[src/rtl/loadable_down_counter_pkg.sv]
// rtl/loadable_down_counter_pkg.sv - shared state encoding and defaults for the loadable down counter
package loadable_down_counter_pkg;

  localparam int DEFAULT_WIDTH = 4;

  typedef enum logic {
    IDLE = 1'b0,
    RUN  = 1'b1
  } state_t;

endpackage

[src/rtl/loadable_down_counter_if.sv]
// rtl/loadable_down_counter_if.sv - control/status bundle between a controller and the down counter
interface loadable_down_counter_if
  import loadable_down_counter_pkg::*;
#(
  parameter int WIDTH = DEFAULT_WIDTH
);

  logic             clr;
  logic             load;
  logic [WIDTH-1:0] load_val;
  logic             en;
  logic [WIDTH-1:0] count;
  logic             zero;
  logic             tc;
  logic             busy;

  // Controller side: issues commands, observes counter status.
  modport master (
    output clr, load, load_val, en,
    input  count, zero, tc, busy
  );

  // Counter side.
  modport slave (
    input  clr, load, load_val, en,
    output count, zero, tc, busy
  );

endinterface

[src/rtl/loadable_down_counter.sv]
// rtl/loadable_down_counter.sv - loadable down counter with underflow pulse; optional LOADABLE_DOWN_COUNTER_AUTO_RELOAD_EN
module loadable_down_counter
  import loadable_down_counter_pkg::*;
#(
  parameter int WIDTH = DEFAULT_WIDTH
) (
  input  logic                  clk,
  input  logic                  reset,
  loadable_down_counter_if.slave bus
);

  state_t           state_q, state_d;
  logic [WIDTH-1:0] count_q, count_d;
  logic [WIDTH-1:0] reload_q, reload_d;
  logic             tc_q, tc_d;
  logic [WIDTH-1:0] wrap_val;

`ifdef LOADABLE_DOWN_COUNTER_AUTO_RELOAD_EN
  // Underflow restarts the countdown from the last loaded value.
  assign wrap_val = reload_q;
`else
  // Underflow rolls over to all-ones; reload is captured but not consumed.
  logic unused_reload;
  assign wrap_val      = '1;
  assign unused_reload = &{1'b0, reload_q};
`endif

  // Next-state and next-count: clr beats load beats en.
  always_comb begin
    state_d  = state_q;
    count_d  = count_q;
    reload_d = reload_q;
    tc_d     = 1'b0;
    if (bus.clr) begin
      count_d = '0;
      state_d = IDLE;
    end else if (bus.load) begin
      count_d  = bus.load_val;
      reload_d = bus.load_val;
      state_d  = RUN;
    end else begin
      case (state_q)
        IDLE: begin
          state_d = IDLE;
        end
        RUN: begin
          if (bus.en) begin
            if (count_q == '0) begin
              count_d = wrap_val;
              tc_d    = 1'b1;
            end else begin
              count_d = count_q - WIDTH'(1);
            end
          end
        end
        default: begin
          state_d = IDLE;
        end
      endcase
    end
  end

  // State, count, reload and tc registers; reset is immediate.
  always_ff @(posedge clk or negedge reset) begin
    if (!reset) begin
      state_q  <= IDLE;
      count_q  <= '0;
      reload_q <= '0;
      tc_q     <= 1'b0;
    end else begin
      state_q  <= state_d;
      count_q  <= count_d;
      reload_q <= reload_d;
      tc_q     <= tc_d;
    end
  end

  assign bus.count = count_q;
  assign bus.zero  = (count_q == '0);
  assign bus.tc    = tc_q;
  assign bus.busy  = (state_q == RUN);

endmodule

[src/flat_wrapper.sv]
// flat-port wrapper written by rule: the top's interface ports become plain ports
module loadable_down_counter_flat import loadable_down_counter_pkg::*;
#(
  parameter int WIDTH = DEFAULT_WIDTH
)
  (clk, reset, bus_clr, bus_load, bus_load_val, bus_en, bus_count, bus_zero, bus_tc, bus_busy);
  loadable_down_counter_if #(.WIDTH(WIDTH)) bus_i ();
  input  logic clk;
  input  logic reset;
  input wire logic [$bits(bus_i.clr)-1:0] bus_clr;
  input wire logic [$bits(bus_i.load)-1:0] bus_load;
  input wire logic [$bits(bus_i.load_val)-1:0] bus_load_val;
  input wire logic [$bits(bus_i.en)-1:0] bus_en;
  output wire logic [$bits(bus_i.count)-1:0] bus_count;
  output wire logic [$bits(bus_i.zero)-1:0] bus_zero;
  output wire logic [$bits(bus_i.tc)-1:0] bus_tc;
  output wire logic [$bits(bus_i.busy)-1:0] bus_busy;
  assign bus_i.clr = bus_clr;
  assign bus_i.load = bus_load;
  assign bus_i.load_val = bus_load_val;
  assign bus_i.en = bus_en;
  assign bus_count = bus_i.count;
  assign bus_zero = bus_i.zero;
  assign bus_tc = bus_i.tc;
  assign bus_busy = bus_i.busy;
  loadable_down_counter #(.WIDTH(WIDTH)) u_core (.clk(clk), .reset(reset), .bus(bus_i));
endmodule
[config.mk]
export PLATFORM = sky130hd
export DESIGN_NAME = loadable_down_counter_flat
export DESIGN_NICKNAME = d
export VERILOG_FILES = /design/src/rtl/loadable_down_counter_pkg.sv /design/src/rtl/loadable_down_counter_if.sv /design/src/rtl/loadable_down_counter.sv /design/src/flat_wrapper.sv
export SDC_FILE = /design/constraint.sdc
export NUM_CORES = 1
export LEC_CHECK = 0
export ABC_CLOCK_PERIOD_IN_PS = 1500
export CAP_MARGIN = 25
export CORE_AREA = 3 3 40 42
export DETAILED_ROUTE_END_ITERATION = 16
export DIE_AREA = 0 0 43 45
export PLACE_DENSITY_LB_ADDON = 0.25
export SYNTH_ARGS = -nofsm -noshare
export SYNTH_HDL_FRONTEND = slang
export SYNTH_SLANG_ARGS = --single-unit
[constraint.sdc]
create_clock -name clk -period 1.5 [get_ports clk]
set_input_delay 0.3 -clock clk [delete_from_list [all_inputs] [get_ports clk]]
set_output_delay 0.3 -clock clk [all_outputs]
set_load 0.05 [all_outputs]
==> flow_metrics.tcl <==
set metrics [dict create \
    cts_buffers 3 \
    cts_htree_levels 1 \
    worstSetupPathType "flip-flop to output port" \
    ys_warn_count 0 \
    layout.nets 73 \
    areaGrowthSynthToFinish_pct 95.3 \
    hold_viol 0 \
    route.detailed.drc 0 \
    ctsResizeCount 0 \
    post-route-worst-setup-slack_ns -0.249 \
    routed_via_density 4.70 \
    cts_root_buf "clkbuf_4" \
    clock.fmax_ghz 0.572 \
    dpl.hpwl_um 696 \
    ys_seq_area_share_pct 43.0 \
    wl_um 869 \
    vias 362 \
    clk_path_buf_depth 2 \
    power.density_nw_per_um2 857 \
    critPathCaptureType "output port" \
    cts_tree "yes" \
    drtIter0Drc 3 \
    cts_sinks 6 \
    synthCells 37 \
    fin_cells 77 \
    grt_pass1_wl_mm 1.41 \
    slew_violations 0 \
    skew_ns 0.00131 \
    finalSetupViolCount 2 \
    core_um2 1280 \
    cp.required_ns 1.20 \
    cp_max_fo 2 \
    dieArea_um2 1940 \
    place.gp.congestion 0.717 \
    grt_max_degree 11 \
    drtPass1Iterations 4 \
    synth.net_count 47 \
    peakVddDrop_v 0.000455 \
    rsz0062_at_grt "true" \
    die_w_um 43 \
    ios 16 \
    multi_input_area_um2 189 \
    critical_path_arrival_ns 1.45 \
    fill_cells 116 \
    seqCellArea_um2 153 \
    initial_core_util_pct 27.2 \
    cap_violations 0 \
    layout_worst_path_cycle_share_pct 117 \
    ys_types 21 \
    async_reset_ff_share_pct 100 \
    ant_nets 0 \
    synth_area_per_cell_um2 9.43 \
    grt_use_total_pct 10.6 \
    die_y_um 45 \
    tightestPinTransition_ns 0.361 \
    maxSlewHeadroom_pct 75.8 \
    synth_edf_count 0 \
    gr-total-overflow 0 \
    hold_buffers 0 \
    numPortBuffers 15 \
    period_needed_ns 1.75 \
    layout-drive-gt1-share_pct 43.5 \
    status "finished with violations" \
    grt_pass1_vias 346 \
    final_core_util_pct 53.1 \
    clk_latency_ns 0.25 \
    synth-seq-cells 6 \
    ys.flop_type "dfrtp_1" \
    p_leak_nw 0.308 \
    antenna_found_initial 0 \
    clkTransAtPathRegs_ns 0.05 \
    dp_cells 71 \
    n_antenna_cell 0 \
    crit_path_start_kind "flip-flop" \
    fp-row-count 13 \
    hp-class "input pin to asynchronous set/reset pin" \
    wire_per_inst_um 11.3 \
    syn_area_um2 349 \
    violations "negative setup slack" \
    whs_ns 0.296 \
]
## cells in the mapped netlist (2+ instances only)
cell type,number,area share [%]
nor2_1,4,4.3
a21oi_1,2,2.9
dfrtp_1,6,43
nand3_1,2,2.9
inv_1,5,5.4
o31ai_1,2,4.3
nand2_1,2,2.2
## path summary, 6_finish.rpt
path / startpoint / endpoint / slack, ns / cells after the start
min reg2reg: u_core.bus.busy$_DFF_PN0_ / u_core.bus.busy$_DFF_PN0_ / 0.64 / 2
max reg2reg: u_core.bus.count[1]$_DFFE_PN0P_ / u_core.bus.count[0]$_DFFE_PN0P_ / -0.07 / 6
min in group clk: bus_load_val[0] / u_core.bus.count[0]$_DFFE_PN0P_ / 0.61 / 3
min: reset / u_core.bus.count[3]$_DFFE_PN0P_ / 0.30 / 1
max: u_core.bus.count[1]$_DFFE_PN0P_ / bus_zero / -0.25 / 5
max in group asynchronous: reset / u_core.bus.count[1]$_DFFE_PN0P_ / 0.96 / 1
## report_power, final
part | switching, W | internal, W
Clock | 0.0000670 | 0.000101
Sequential | 0.00000830 | 0.000173
Combinational | 0.000111 | 0.000124
Total | 0.000186 | 0.000398
## state kept, by name, indices dropped and copies added, names as in the netlist
signal / cells
u_core.bus.tc: 1
u_core.bus.count: 4
u_core.bus.busy: 1
## layer usage
layer	vias to the layer above	global-route usage, %	wire length (um)
met5	-	0	0
met4	0	3.61	12
met3	2	7.17	64
met2	13	16.8	440
met1	169	11.3	351
li1	178	-	-
## cell usage in the layout (no fill, tap or decap), types with 2 or more instances in the layout
master	n
a21oi_1	2
buf_12	7
buf_4	7
clkbuf_4	3
clkdlybuf4s50_1	8
dfrtp_1	4
dfrtp_2	2
inv_1	2
inv_2	2
nand2_1	2
nand3_1	2
nor2_1	4
o31ai_1	2
## final cells by class
| class | count | area share (%) |
|---|---|---|
| Timing Repair Buffer | 22 | 40.0 |
| Multi-Input combinational cell | 25 | 27.7 |
| Sequential cell | 6 | 22.4 |
| Clock buffer | 4 | 3.85 |
| Inverter | 5 | 3.30 |
| Tap cell | 15 | 2.75 |
## cells by family (layout without fill, tap and decap cells)
family,count (synthesis),after routing,synth area share (%)
xor+xnor,1,1,2.51
mux,1,1,2.87
simple gates,13,13,21.5
buf+inv,6,31,6.45
compound gates,9,9,20.1
flops,6,6,43.0
fa+ha+maj,1,1,3.58
## repair_timing
| item | 4_1_cts | 5_1_grt |
|---|---|---|
| setup endpoints to repair | 1 | 2 |
| setup buffers | 2 | 0 |
| pin swaps | 1 | 0 |
## through the flow
| stage | setup slack, ns | instance area [um2] | total power, W | setup TNS [ns] |
|---|---|---|---|---|
| final | -0.249 | 682 | 0.000584 | -0.320 |
| after global routing | -0.315 | 682 | 0.000622 | -0.441 |
| after CTS | -0.259 | 682 | 0.000591 | -0.336 |
| after detailed placement | -0.00675 | 641 | 0.000413 | -0.00756 |
| after global placement | 0.0129 | 641 | 0.000410 | 0 |
| after floorplan | -0.139 | 368 | 0.000293 | -0.258 |
## critical path, stage by stage, from the launching register on
cell,delay [ns]
dfrtp_2,0.40
inv_2,0.07
ha_4,0.12
or3b_4,0.39
clkinvlp_4,0.09
buf_12,0.13
(Power assumes the default switching activity.)
